### config.mk
export PLATFORM = sky130hd
export DESIGN_NAME = uart_loader_flat
export DESIGN_NICKNAME = d
export VERILOG_FILES = /design/src/rtl/uart_loader_pkg.sv /design/src/rtl/uart_loader_if.sv /design/src/rtl/uart_loader_rx_byte.sv /design/src/rtl/uart_loader.sv /design/src/flat_wrapper.sv
export SDC_FILE = /design/constraint.sdc
export NUM_CORES = 1
export LEC_CHECK = 0
export CAP_MARGIN = 20
export CORE_ASPECT_RATIO = 0.7
export CORE_MARGIN = 8
export CORE_UTILIZATION = 45
export DETAILED_ROUTE_END_ITERATION = 7
export DONT_BUFFER_PORTS = 1
export MAX_ROUTING_LAYER = met4
export SLEW_MARGIN = 0
export SYNTH_ARGS = -nofsm -noshare
export SYNTH_HDL_FRONTEND = slang
export SYNTH_SLANG_ARGS = --single-unit
### constraint.sdc
create_clock -name CLK100MHZ -period 3.2 [get_ports CLK100MHZ]
set_input_delay 0.64 -clock CLK100MHZ [delete_from_list [all_inputs] [get_ports CLK100MHZ]]
set_output_delay 0.64 -clock CLK100MHZ [all_outputs]
set_load 0.1 [all_outputs]
### src/rtl/uart_loader_pkg.sv
// Shared constants for the UART program loader: sync byte and FSM encodings.
// Latency: n/a (declarations only).
// Backpressure: n/a.
package uart_loader_pkg;

    // First byte of every program frame
    localparam logic [7:0] SYNC_BYTE = 8'hA5;

    // Loader FSM encoding
    localparam logic [2:0] LD_SYNC = 3'd0;
    localparam logic [2:0] LD_LEN0 = 3'd1;
    localparam logic [2:0] LD_LEN1 = 3'd2;
    localparam logic [2:0] LD_DATA = 3'd3;
    localparam logic [2:0] LD_CSUM = 3'd4;
    localparam logic [2:0] LD_DONE = 3'd5;

    // UART receive FSM encoding
    localparam logic [1:0] RX_IDLE  = 2'd0;
    localparam logic [1:0] RX_START = 2'd1;
    localparam logic [1:0] RX_DATA  = 2'd2;
    localparam logic [1:0] RX_STOP  = 2'd3;

endpackage

### src/rtl/uart_loader_if.sv
// Instruction-memory write port driven by the loader.
// Latency: n/a (signal bundle only).
// Backpressure: none; imem accepts a write every cycle imem_we is high.
interface uart_loader_if #(
    parameter int ADDR_W = 10
);
    logic              imem_we;
    logic [ADDR_W-1:0] imem_addr;
    logic [31:0]       imem_wdata;

    modport master (output imem_we, output imem_addr, output imem_wdata);
    modport slave  (input  imem_we, input  imem_addr, input  imem_wdata);
endinterface

### src/rtl/uart_loader_rx_byte.sv
// 8N1 UART receiver: 2-flop synchronizer, mid-bit sampling, one-cycle byte/error pulses.
// Latency: byte_vld pulses the cycle after the stop bit is sampled (mid stop bit).
// Backpressure: none; a byte must be consumed in its byte_vld cycle.
module uart_rx_byte
    import uart_loader_pkg::*;
#(
    parameter int DIV = 868
) (
    input  logic       CLK100MHZ,
    input  logic       rst,
    input  logic       uart_rx,
    output logic [7:0] byte_dat,
    output logic       byte_vld,
    output logic       frame_err
);
    localparam int CW = $clog2(DIV);
    localparam logic [CW-1:0] CNT_FULL = CW'(DIV - 1);
    localparam logic [CW-1:0] CNT_HALF = CW'(DIV / 2 - 1);

    logic          sync1, sync2;
    logic [1:0]    st;
    logic [CW-1:0] cnt;
    logic [2:0]    bit_idx;
    logic [7:0]    shift;

    assign byte_dat = shift;

    // Bring the asynchronous line into the clock domain; idle level is high
    always_ff @(posedge CLK100MHZ) begin
        if (rst) begin
            sync1 <= 1'b1;
            sync2 <= 1'b1;
        end else begin
            sync1 <= uart_rx;
            sync2 <= sync1;
        end
    end

    // Start-bit qualification at half a bit, then sample each bit at its centre
    always_ff @(posedge CLK100MHZ) begin
        if (rst) begin
            st        <= RX_IDLE;
            cnt       <= '0;
            bit_idx   <= '0;
            shift     <= '0;
            byte_vld  <= 1'b0;
            frame_err <= 1'b0;
        end else begin
            byte_vld  <= 1'b0;
            frame_err <= 1'b0;
            case (st)
                RX_IDLE: begin
                    if (!sync2) begin
                        st  <= RX_START;
                        cnt <= CNT_HALF;
                    end
                end
                RX_START: begin
                    if (cnt != '0) begin
                        cnt <= cnt - 1'b1;
                    end else if (sync2) begin
                        st <= RX_IDLE;          // glitch, not a start bit
                    end else begin
                        st      <= RX_DATA;
                        cnt     <= CNT_FULL;
                        bit_idx <= '0;
                    end
                end
                RX_DATA: begin
                    if (cnt != '0) begin
                        cnt <= cnt - 1'b1;
                    end else begin
                        shift <= {sync2, shift[7:1]};
                        cnt   <= CNT_FULL;
                        if (bit_idx == 3'd7) st <= RX_STOP;
                        else                 bit_idx <= bit_idx + 1'b1;
                    end
                end
                RX_STOP: begin
                    if (cnt != '0) begin
                        cnt <= cnt - 1'b1;
                    end else begin
                        if (sync2) byte_vld  <= 1'b1;
                        else       frame_err <= 1'b1;
                        st <= RX_IDLE;
                    end
                end
                default: st <= RX_IDLE;
            endcase
        end
    end
endmodule

### src/rtl/uart_loader.sv
// Boot loader: receives a framed image over UART, writes 32-bit words to imem, releases the cpu.
// Latency: imem write one cycle after the 4th byte of a word; cpu_run one cycle after a good checksum.
// Backpressure: none; imem must accept every strobe, the UART cannot be stalled.
module uart_loader
    import uart_loader_pkg::*;
#(
    parameter int CLK_HZ    = 100000000,
    parameter int BAUD      = 115200,
    parameter int ADDR_W    = 10,
    parameter int MAX_WORDS = 1024
) (
    input  logic            CLK100MHZ,
    input  logic            rst,
    input  logic            uart_rx,
    uart_loader_if.master   imem,
    output logic            cpu_run,
    output logic            busy,
    output logic            load_err
);
    localparam int DIV = CLK_HZ / BAUD;
    localparam logic [16:0] MAX_N = 17'(MAX_WORDS);

    logic [7:0]  byte_dat;
    logic        byte_vld;
    logic        frame_err;

    logic [2:0]  st;
    logic [7:0]  len_lo;
    logic [15:0] len;
    logic [15:0] idx;
    logic [1:0]  bidx;
    logic [23:0] word;
    logic [7:0]  csum;
    logic [15:0] n_words;

    uart_rx_byte #(.DIV(DIV)) u_rx (
        .CLK100MHZ (CLK100MHZ),
        .rst       (rst),
        .uart_rx   (uart_rx),
        .byte_dat  (byte_dat),
        .byte_vld  (byte_vld),
        .frame_err (frame_err)
    );

    assign n_words = {byte_dat, len_lo};

    // busy covers every state between the sync byte and the checksum verdict
    always_comb begin
        busy = (st == LD_LEN0) || (st == LD_LEN1) || (st == LD_DATA) || (st == LD_CSUM);
    end

    // Frame parser: header, little-endian word assembly with imem writes, checksum verdict
    always_ff @(posedge CLK100MHZ) begin
        if (rst) begin
            st              <= LD_SYNC;
            imem.imem_we    <= 1'b0;
            imem.imem_addr  <= '0;
            imem.imem_wdata <= '0;
            cpu_run         <= 1'b0;
            load_err        <= 1'b0;
            len_lo          <= '0;
            len             <= '0;
            idx             <= '0;
            bidx            <= '0;
            word            <= '0;
            csum            <= '0;
        end else begin
            imem.imem_we <= 1'b0;
            if (st != LD_DONE && frame_err) begin
                load_err <= 1'b1;
                st       <= LD_SYNC;
            end else if (st != LD_DONE && byte_vld) begin
                case (st)
                    LD_SYNC: begin
                        if (byte_dat == SYNC_BYTE) begin
                            st       <= LD_LEN0;
                            load_err <= 1'b0;
                        end
                    end
                    LD_LEN0: begin
                        len_lo <= byte_dat;
                        st     <= LD_LEN1;
                    end
                    LD_LEN1: begin
                        if (n_words == '0 || {1'b0, n_words} > MAX_N) begin
                            load_err <= 1'b1;
                            st       <= LD_SYNC;
                        end else begin
                            len  <= n_words;
                            idx  <= '0;
                            bidx <= '0;
                            csum <= '0;
                            st   <= LD_DATA;
                        end
                    end
                    LD_DATA: begin
                        word <= {byte_dat, word[23:8]};
                        csum <= csum ^ byte_dat;
                        bidx <= bidx + 1'b1;
                        if (bidx == 2'd3) begin
                            imem.imem_we    <= 1'b1;
                            imem.imem_addr  <= idx[ADDR_W-1:0];
                            imem.imem_wdata <= {byte_dat, word};
                            idx             <= idx + 1'b1;
                            if (idx + 16'd1 == len) st <= LD_CSUM;
                        end
                    end
                    LD_CSUM: begin
                        if (byte_dat == csum) begin
                            cpu_run <= 1'b1;
                            st      <= LD_DONE;
                        end else begin
                            load_err <= 1'b1;
                            st       <= LD_SYNC;
                        end
                    end
                    default: st <= LD_SYNC;
                endcase
            end
        end
    end
endmodule

### src/flat_wrapper.sv
// flat-port wrapper written by rule: the top's interface ports become plain ports
module uart_loader_flat import uart_loader_pkg::*;
#(
    parameter int CLK_HZ    = 100000000,
    parameter int BAUD      = 115200,
    parameter int ADDR_W    = 10,
    parameter int MAX_WORDS = 1024
)
  (CLK100MHZ, rst, uart_rx, cpu_run, busy, load_err, imem_imem_we, imem_imem_addr, imem_imem_wdata);
  uart_loader_if #(.ADDR_W(ADDR_W)) imem_i ();
  input  logic CLK100MHZ;
  input  logic rst;
  input  logic uart_rx;
  output logic cpu_run;
  output logic busy;
  output logic load_err;
  output wire logic [$bits(imem_i.imem_we)-1:0] imem_imem_we;
  output wire logic [$bits(imem_i.imem_addr)-1:0] imem_imem_addr;
  output wire logic [$bits(imem_i.imem_wdata)-1:0] imem_imem_wdata;
  assign imem_imem_we = imem_i.imem_we;
  assign imem_imem_addr = imem_i.imem_addr;
  assign imem_imem_wdata = imem_i.imem_wdata;
  uart_loader #(.CLK_HZ(CLK_HZ), .BAUD(BAUD), .ADDR_W(ADDR_W), .MAX_WORDS(MAX_WORDS)) u_core (.CLK100MHZ(CLK100MHZ), .rst(rst), .uart_rx(uart_rx), .imem(imem_i), .cpu_run(cpu_run), .busy(busy), .load_err(load_err));
endmodule
Word level (Yosys, flattened, before mapping):

Index checks and enable logic that the tools add are counted.

* divide/modulo/power cells: 0
* $add $sub $neg: 4
* multipliers: 0
* reduce and logical (&&, ||, !) cells: 30
* bitwise gates (word level): 7
* muxes and demuxes: 40
* eq/ne operators: 29
* shifts and indexed selects: 0
* order comparisons: 1

Operators with widths (count)
* 10-bit two-way mux: 5
* 10-bit one-hot mux with 4 select lines: 1
* 16-bit two-way mux: 2
* 16-bit one-hot mux with 2 select lines: 1
* 3-bit two-way mux: 8
* 2-bit != test (second input constant): 11
* 4-bit AND reduction: 5
* 5-bit AND reduction: 4
* 16-bit by 1-bit adder with 16-bit output (second input constant): 1
* 16-bit == test: 1
* 16-bit by 11-bit greater-than comparator with 1-bit output (second input constant): 1
* 16-bit zero test: 1
* 2-bit two-way mux: 8
* 8-bit one-hot mux with 2 select lines: 1
* 3-bit one-hot mux with 5 select lines: 1
* 3-bit != test (second input constant): 4
* 10-bit nonzero test: 1
* 10-bit by 1-bit subtractor with 10-bit output (second input constant): 1
* 3-bit AND reduction: 3
* 8-bit == test: 1
* 8-bit == test (second input constant): 1
* 1-bit two-way mux: 8
* 8-bit two-way mux: 1
* 2-bit one-hot mux with 4 select lines: 1
* 24 further kinds: 39

* RAM bits: 0
* bits of input ports: 3
* bits in read-only memories: 0
* memories kept: 0
* latch bits: 0
* output and inout port bits: 46
* register bits: 149
* word-level logic and storage cells: 131

Depth between registers and ports, before layout:

Gate-level depths: netlist of run 1.

* depth after elaboration: 6
* gate-level depth with buffers: 9
* depth with buffers taken out: 8

By module:

A second synthesis of run 1 with hierarchy kept.

* cell total of the unflattened synthesis: 865
* area, all modules: 6998.0 um2

Modules (own cells, without submodules)
* uart_loader: seq. area each 2442.3 um2, cells an instance 697, area an instance 5512.8 um2, times used 1
* uart_rx_byte: seq. area each 540.5 um2, cells an instance 168, area an instance 1485.2 um2, times used 1

Least setup slack after synthesis of run 1:

No wires, ideal clock.

* path kind: flip-flop to output port
* from: register u_core.st[1]
* to: output busy
* data required time: 2560 ps
* path buffers: 1
* data arrival time: 2170 ps
* setup slack: 390 ps
* cell stages (with the launch flop): 4
* cells stage by stage: dfxtp_1 -> clkbuf_1 -> nor2_1 -> xnor2_1

* longest elaborated chain between the ends: 4
* elaborated cells between the ends (all ways): 7

Ends and longest elaborated chain
* from (decl): RTL line uart_loader.sv:27 `logic [2:0] st;`
* from (signal assigned): RTL line uart_loader.sv:55 `st <= LD_SYNC;`
* from (signal assigned): RTL line uart_loader.sv:71 `st <= LD_SYNC;`
* from (signal assigned): RTL line uart_loader.sv:76 `st <= LD_LEN0;`
* 3-bit by 1-bit == test with 1-bit output or 3-bit by 2-bit == test with 1-bit output (tied branches): RTL line uart_loader.sv:49 `busy = (st == LD_LEN0) || (st == LD_LEN1) || (st == LD_DATA) || (st == LD_CSUM);`
* 1-bit logical OR (2 in series): RTL line uart_loader.sv:49
* 1-bit logical OR (*): RTL line uart_loader.sv:49
* to (decl): RTL line flat_wrapper.sv:15 `output logic busy;`

Every way passes the cells marked *; elsewhere a longest branch is shown, timed or not.

Worst setup path in the final report of run 1:

* from: register u_core.idx[0]
* to: register u_core.st[0]

* longest elaborated chain between the ends: 4

Ends and longest elaborated chain
* from (decl): RTL line uart_loader.sv:30 `logic [15:0] idx;`
* from (signal assigned): RTL line uart_loader.sv:104 `idx <= idx + 1'b1;`
* 16-bit by 1-bit adder with 16-bit output: RTL line uart_loader.sv:105 `if (idx + 16'd1 == len) st <= LD_CSUM;`
* 16-bit == test: RTL line uart_loader.sv:105
* 2-bit != test (no source line)
* 4-bit AND reduction (no source line)
* to (signal assigned): RTL line uart_loader.sv:105
* to (signal assigned): RTL line uart_loader.sv:111 `st <= LD_DONE;`
* to (signal assigned): RTL line uart_loader.sv:114 `st <= LD_SYNC;`

Every way passes these cells.
A chain may end at the register's enable or synchronous reset.

==> metrics.cfg, run 1 <==
[floorplan]
die_h_um = 119.2
die_x_um = 163.5
pin_count = 49
dieArea_mm2 = 0.01949
core_area_mm2 = 0.01477
rows = 37
initial_core_util_pct = 46.38

[worst_setup_path]
critPathArrivalTime_ns = 3.00
crit_buf_inv = 0
path_class = reg2reg
reg2reg_slack_ns = 0.50
crit_fanout = 8
start_kind = flip-flop
rr_worst_depth = 7
rr_startpoint = u_core.idx[0]
crit_chain = ha_1 > and3_1 > nand4_4 > or4b_1 > or4_4 > nor4_4 > a21oi_1
slowest_stage = or4_4
cp_top_family = simple AND/OR/NAND/NOR gates
cp-end-kind = flip-flop
cp.required_ns = 3.50
cpPeakStageDelay_ns = 0.54
r2r_end = u_core.st[0]
crit_start = u_core.idx[0]

[timing]
period_share_pct = 84.48
slew_violations = 0
rsz0062_at_grt = no
worstMarginPinSlew_ns = 1.021
timing.fmax_mhz = 369.9
fin_ws_ns = 0.4965
hold_viol = 0
min_period_ns = 2.703
setup_viol = 0
slew_headroom_pct = 31.83
finalClockSkew_ns = 0.01163
tns_ns = 0

[run]
cap_viol_max_count = 0

[drt]
vias_per_cell = 5.694
wl_per_cell_um = 16.94
met3_length_um = 1108
firstDrtPassIters = 5
ant_nets = 0
wl_met1_um = 8714
wirelength_um = 17500
drt_iter0_drc = 526
top_layer_used = met4
wl_met2_um = 7494
vias = 5882
route.detailed.drc = 0

[logic_synthesis]
synth_top_cell_by_area = dfxtp_1
synthFlopType = dfxtp_1
synth-xor-area-share_pct = 4.110
ys_seq_elements = 149
synth.avg_cell_area_um2 = 8.011
synth.net_count = 869
yosys.area_share.simple_pct = 24.13
ys_types = 65
netlist_area_mm2 = 0.006849
synth_top_family_by_area = simple AND/OR/NAND/NOR gates
synth-async-reset-ratio_pct = 0
synth_edf_count = 0
synthAdderAreaFrac_pct = 2.009
synthMuxAreaShare_pct = 3.215
ys_warn_count = 0
ys_seq_area_share_pct = 43.55
synth_compound_area_share_pct = 18.23
synth_top_area_share_pct = 43.55
synthCells = 855
synth_area_leaders = dfxtp_1 44%, nand2_1 9.2%, a21oi_1 8.8%

[worst_hold_path]
hold_class = in2reg
hold_end = u_core.imem.imem_wdata[5]
hold_path_depth = 1
min-delay-start = rst

[grt]
grt_pass1_vias = 5512
grt_overflow = 0
grt_usage_pct = 18.55
antenna_found_initial = 0
grt_pass1_wl_um = 28580
grt_max_degree = 145

[layout]
final_common_cell = nand2_1
regArea_mm2 = 0.002983
multi_input_area_mm2 = 0.003553
layout_common_cells = 168 x nand2_1, 149 x dfxtp_1, 120 x a21oi_1
n_antenna_cell = 0
layout-drive-gt1-share_pct = 8.234
syn_to_final_growth_pct = 10.30
final_area_mm2 = 0.007555
nets = 839
n_fill_cell = 1409
fin_cells = 1033

[clock_network]
cts-root-buf = clkbuf_16
clock-sinks = 149
hold_buffers = 0
ctsResizeCount = 0
cts_tree = yes
insertion_delay_ns = 0.43
clkTransAtPathRegs_ns = 0.06
postCtsSetupBuffers = 0
cts-buffers-inserted = 17
h-tree-depth = 4
clockBufferDepth = 2

[outcome]
outcome = finished clean

[placement]
io_buffers = 0
postPlaceCellArea_mm2 = 0.006964
place.gp.congestion = 0.9084
place_hpwl_um = 11870
placedCellCount = 1001
dp_slack_ns = 0.4852

[power]
power_leakage_nw = 2.621
worst_ir_drop_vdd_mv = 0.3426
powerDensity_mw_per_mm2 = 561.4

## logic make-up after synthesis
logic type      count (synthesis)
compound gates                209
fa+ha+maj                      11
xor+xnor                       30
simple gates                  355
mux                            22
flops                         149
buf+inv                        79
## flip-flops by register name, indices dropped and copies added (netlist names), 2 cells and up, named ones only
name / count
u_core.len_lo: 8
u_core.st: 3
u_core.imem.imem_addr: 10
u_core.csum: 8
u_core.word: 24
u_core.imem.imem_wdata: 32
u_core.u_rx.bit_idx: 3
u_core.u_rx.cnt: 10
u_core.bidx: 2
u_core.u_rx.byte_dat: 8
u_core.idx: 16
u_core.len: 16
## where the power goes
part           internal [mW]  switching, mW  leakage, nW
Sequential              1.88         0.0294         1.20
Combinational          0.112          0.212         1.14
Clock                   1.18          0.825        0.284
## synthesized netlist by cell type, types with 3 or more instances
| master | count |
|---|---|
| buf_4 | 3 |
| nand3b_1 | 6 |
| nor2_1 | 65 |
| or2_2 | 8 |
| nor2b_1 | 5 |
| dfxtp_1 | 149 |
| mux2i_1 | 22 |
| a22oi_1 | 3 |
| or3_1 | 3 |
| inv_1 | 11 |
| o31ai_1 | 3 |
| buf_2 | 8 |
| xor2_1 | 7 |
| o21ai_1 | 4 |
| nor3b_1 | 4 |
| nand3_1 | 26 |
| nor4_1 | 6 |
| a31oi_1 | 4 |
| nand2_1 | 168 |
| buf_1 | 6 |
| and2_1 | 9 |
| xnor2_1 | 22 |
| and3_1 | 7 |
| o21a_1 | 4 |
| nor3_1 | 21 |
| clkbuf_1 | 50 |
| ha_1 | 11 |
| a311oi_1 | 9 |
| o211ai_1 | 7 |
| o21ai_0 | 24 |
| a21oi_1 | 120 |
| a211oi_1 | 6 |
| nand4_1 | 9 |
| a41oi_1 | 3 |
| nand2b_1 | 6 |
## stage by stage
stage	total power [mW]	hold WS [ns]	utilization, %
2_1_floorplan	2.203	0.3895	-
3_3_place_gp	2.249	0.3976	47.16
3_5_place_dp	2.263	0.4021	47.16
4_1_cts	4.266	0.2731	51.16
5_1_grt	4.389	0.2687	51.16
6_report	4.241	0.2903	51.16
## layout make-up
cell class	instances	area share (%)
Clock buffer	20	5.913
Clock inverter	12	1.905
Inverter	11	0.5465
Sequential cell	149	39.48
Tap cell	195	3.230
Timing Repair Buffer	19	1.888
Multi-Input combinational cell	627	47.04
## metal layers
layer	vias up	track usage, %
li1	2913	-
met1	2773	25.11
met2	178	26.96
met3	18	4.439
met4	0	5.379
met5	-	-
## worst max-delay path by stage
| stage | end | slack, ns | depth (start not counted) |
|---|---|---|---|
| 2_1_floorplan | busy | 0.39 | 3 |
| 3_3_place_gp | u_core.st[0] | 0.54 | 7 |
| 3_5_place_dp | u_core.st[0] | 0.49 | 7 |
| 4_1_cts | u_core.st[0] | 0.49 | 7 |
| 5_1_grt | u_core.st[0] | 0.40 | 7 |
| 6_report | u_core.st[0] | 0.50 | 7 |
No activity file was read; power rests on OpenSTA's default activity.
==> inputs of run 2 (changes only) <==
==> constraint.sdc (replaced) <==
create_clock -name CLK100MHZ -period 2.5 [get_ports CLK100MHZ]
set_input_delay 0.5 -clock CLK100MHZ [delete_from_list [all_inputs] [get_ports CLK100MHZ]]
set_output_delay 0.5 -clock CLK100MHZ [all_outputs]
set_load 0.1 [all_outputs]
==> metrics.cfg, run 2 (synthesis gave the netlist of run 1 again) <==
[outcome]
outcome = complete, but fails checks
violations = setup timing

[worst_hold_path]
hold_class = in2reg
hold_end = u_core.imem.imem_wdata[12]
hold_path_depth = 1
min-delay-start = rst

[worst_setup_path]
rr_worst_depth = 7
critPathArrivalTime_ns = 2.86
path_class = reg2reg
cpPeakStageDelay_ns = 0.56
cp.required_ns = 2.86
crit_chain = ha_4 > xnor2_2 > o211ai_1 > or4b_1 > or4_4 > nor4_4 > o21ba_1
cp-end-kind = flip-flop
slowest_stage = or4_4
cp_top_family = simple AND/OR/NAND/NOR gates
start_kind = flip-flop
r2r_end = u_core.st[2]
crit_buf_inv = 0
reg2reg_slack_ns = -0.0002
rr_startpoint = u_core.idx[1]
crit_fanout = 3

[power]
powerDensity_mw_per_mm2 = 661.7
worst_ir_drop_vdd_mv = 0.4113
power_leakage_nw = 3.043

[layout]
n_fill_cell = 1363
layout_common_cells = 168 x nand2_1, 145 x dfxtp_1, 120 x a21oi_1
fin_cells = 1110
largest_reg_flops = 32
multi_input_area_mm2 = 0.003578
syn_to_final_growth_pct = 19.36
final_common_cell = nand2_1
layout-drive-gt1-share_pct = 16.94
largestRegisters = u_core.imem.imem_wdata: 32 flops, u_core.word: 24 flops
n_antenna_cell = 0
regArea_mm2 = 0.002988
fin_util_pct = 55.36
max_flop_register = u_core.imem.imem_wdata
nets = 916

[clock_network]
clockBufferDepth = 2
cts-root-buf = clkbuf_16
postCtsSetupBuffers = 0
cts_tree = yes
clock-sinks = 149
h-tree-depth = 4
clkTransAtPathRegs_ns = 0.07
cts-buffers-inserted = 17
insertion_delay_ns = 0.43

[placement]
placedCellCount = 1078
io_buffers = 0
dp_slack_ns = -0.04504
place.gp.congestion = 0.9180
place_hpwl_um = 12710

[drt]
vias = 6303
ant_nets = 0
vias_per_cell = 5.678
wirelength_um = 18470
drt_iter0_drc = 416
route.detailed.drc = 0
firstDrtPassIters = 6
wl_per_cell_um = 16.64

[timing]
rsz0062_at_grt = yes
hold_viol = 0
timing.fmax_mhz = 400.0
slew_headroom_pct = 56.25
tns_ns = -0.0002431
hold_slack_ns = 0.1534
min_period_ns = 2.500
period_share_pct = 100.0
slew_violations = 0
fin_ws_ns = -0.0002431
finalClockSkew_ns = 0.01221
worstMarginPinSlew_ns = 0.6563
setup_viol = 1

[floorplan]
core_area_mm2 = 0.01477
pin_count = 49
initial_core_util_pct = 46.38
die_h_um = 119.2
die_x_um = 163.5
dieArea_mm2 = 0.01949
rows = 37

[run]
cap_viol_max_count = 0

[grt]
grt_pass1_vias = 5881
grt_overflow = 0
grt_usage_pct = 19.50
grt_pass1_wl_um = 30260
antenna_found_initial = 0
grt_max_degree = 145

run 2: worst max-delay path by stage:
stage | startpoint | endpoint | depth (start not counted)
6_report | u_core.idx[1] | u_core.st[2] | 7
5_1_grt | u_core.idx[1] | u_core.st[1] | 7
4_1_cts | u_core.idx[1] | u_core.st[2] | 7
3_5_place_dp | u_core.idx[0] | u_core.st[2] | 7
3_3_place_gp | u_core.idx[0] | u_core.st[0] | 7
2_1_floorplan | u_core.idx[0] | u_core.st[0] | 8
run 2: stage by stage:
step,power (mW),area (um2)
after floorplan,2.819,6857
after global placement,2.884,7555
after detailed placement,2.897,7555
after CTS,5.449,8169
after global routing,5.630,8175
final,5.410,8175
run 2: layout make-up:
cell class | count | area share (%)
multi-input combinational | 627 | 43.77
clock inverter | 15 | 2.020
sequential | 149 | 36.55
timing repair buffer | 96 | 8.968
tap | 195 | 2.984
inverter | 11 | 0.5051
clock buffer | 17 | 5.204
run 2: timing repair:
action,4_1_cts,5_1_grt
hold endpoints to repair,0,0
hold buffers,0,0
resized for setup,5,2
endpoints found under the setup margin,3,5
pin swaps,7,2
run 2: report_power, final:
| group | leakage, nW | switching [mW] | internal [mW] |
|---|---|---|---|
| Combinational | 1.55 | 0.269 | 0.148 |
| Sequential | 1.20 | 0.0377 | 2.40 |
| Clock | 0.289 | 1.13 | 1.42 |
| Total | 3.04 | 1.44 | 3.97 |
run 2: routing by layer:
metal / up-vias / part of all wire [%] / global-route usage (%)
met1: 3016 / 49 / 26.95
met5: - / 0 / -
met3: 30 / 6.7 / 4.026
li1: 3064 / - / -
met2: 193 / 43 / 27.86
met4: 0 / 1.5 / 6.342
==> inputs of run 3 (changes only) <==
--- a/config.mk
+++ b/config.mk
@@ -16,3 +16,4 @@
 export SYNTH_ARGS = -nofsm -noshare
 export SYNTH_HDL_FRONTEND = slang
 export SYNTH_SLANG_ARGS = --single-unit
+export TNS_END_PERCENT = 10
==> metrics.cfg, run 3 (synthesis gave the netlist of run 1 again) <==
[drt]
wirelength_um = 18440
route.detailed.drc = 0
vias_per_cell = 5.662
firstDrtPassIters = 6
wl_per_cell_um = 16.61
vias = 6285
drt_iter0_drc = 413
ant_nets = 0

[floorplan]
die_x_um = 163.5
pin_count = 49
die_h_um = 119.2
dieArea_mm2 = 0.01949
rows = 37
core_area_mm2 = 0.01477
initial_core_util_pct = 46.38

[worst_setup_path]
r2r_end = u_core.st[2]
cp.required_ns = 2.86
cp-end-kind = flip-flop
crit_start = u_core.idx[1]
path_class = reg2reg
rr_startpoint = u_core.idx[1]
crit_fanout = 5
reg2reg_slack_ns = 0.04
start_kind = flip-flop
critPathArrivalTime_ns = 2.81
rr_worst_depth = 7
endpoint = u_core.st[2]

[placement]
dp_slack_ns = -0.04504
io_buffers = 0
place.gp.congestion = 0.9180
place_hpwl_um = 12710

[timing]
slew_violations = 0
period_share_pct = 98.24
slew_headroom_pct = 54.28
worstMarginPinSlew_ns = 0.6859
timing.fmax_mhz = 407.2
fin_ws_ns = 0.04402
min_period_ns = 2.456
rsz0062_at_grt = yes
finalClockSkew_ns = 0.01290
setup_viol = 0
hold_viol = 0
tns_ns = 0

[grt]
grt_pass1_vias = 5881
grt_usage_pct = 19.50
grt_max_degree = 145
grt_overflow = 0
antenna_found_initial = 0
grt_pass1_wl_um = 30260

[layout]
nets = 916
syn_to_final_growth_pct = 19.36
layout_common_cells = 168 x nand2_1, 145 x dfxtp_1, 120 x a21oi_1
fin_util_pct = 55.36
max_flop_register = u_core.imem.imem_wdata
largestRegisters = u_core.imem.imem_wdata: 32 flops, u_core.word: 24 flops
n_antenna_cell = 0
n_fill_cell = 1363
final_common_cell = nand2_1
largest_reg_flops = 32
layout-drive-gt1-share_pct = 16.94

[power]
powerDensity_mw_per_mm2 = 661.6
power_leakage_nw = 3.043
worst_ir_drop_vdd_mv = 0.4105
total_power_mw = 5.409

[clock_network]
hold_buffers = 0
cts_tree = yes
clkTransAtPathRegs_ns = 0.07
cts-root-buf = clkbuf_16
insertion_delay_ns = 0.43
postCtsSetupBuffers = 0
clockBufferDepth = 2
cts-buffers-inserted = 17
clock-sinks = 149
h-tree-depth = 4

[worst_hold_path]
hold_class = in2reg

[run]
cap_viol_max_count = 0

[outcome]
outcome = finished clean

-- run 3: per-layer routing --
layer	vias to the layer above	global-route usage, %	part of all wire [%]
li1	3067	-	-
met3	24	4.026	6.6
met2	187	27.86	43
met1	3007	26.95	49
met4	0	6.342	1.4
met5	-	-	0
-- run 3: worst min path at each step --
stage / start / end / cells past startpoint
2_1_floorplan: u_core.u_rx.sync1 / u_core.u_rx.sync2 / 1
3_3_place_gp: u_core.u_rx.sync1 / u_core.u_rx.sync2 / 1
3_5_place_dp: u_core.u_rx.sync1 / u_core.u_rx.sync2 / 1
4_1_cts: rst / u_core.word[1] / 1
5_1_grt: rst / u_core.imem.imem_wdata[8] / 1
6_report: rst / u_core.imem.imem_wdata[12] / 1
-- run 3: where the power goes --
part | switching, mW | internal (mW) | total (mW) | leakage [nW]
sequential | 0.0377 | 2.40 | 2.44 | 1.20
clock | 1.13 | 1.42 | 2.55 | 0.289
combinational | 0.269 | 0.148 | 0.417 | 1.55
total | 1.44 | 3.97 | 5.41 | 3.04
-- run 3: worst max-delay path, cell delays in order (launching register included) --
cell     delay, ns
dfxtp_2       0.34
buf_4         0.15
and3_4        0.17
xnor2_1       0.12
or4b_1        0.52
or4_4         0.54
nor4_4        0.36
o21ba_1       0.18
-- run 3: timing repair --
action / in CTS / in global routing
pin swaps: 7 / 5
setup endpoints to repair: 3 / 5
gates resized for setup: 5 / 2
-- run 3: stage by stage --
stage	instance area, um2	std cells	hold WS (ns)
after global routing	8175	1110	0.1331
after CTS	8169	1110	0.1422
final	8175	1110	0.1524
after detailed placement	7555	1078	0.4019
after floorplan	6857	855	0.3895
after global placement	7555	1078	0.3954
-- run 3: layout make-up --
class,instances,area [um2],share of cell area (%)
Multi-Input combinational cell,627,3578,43.77
Clock buffer,17,425.4,5.204
Timing Repair Buffer,96,733.2,8.968
Tap cell,195,244.0,2.984
Sequential cell,149,2988,36.55
Clock inverter,15,165.2,2.020
Inverter,11,41.29,0.5051
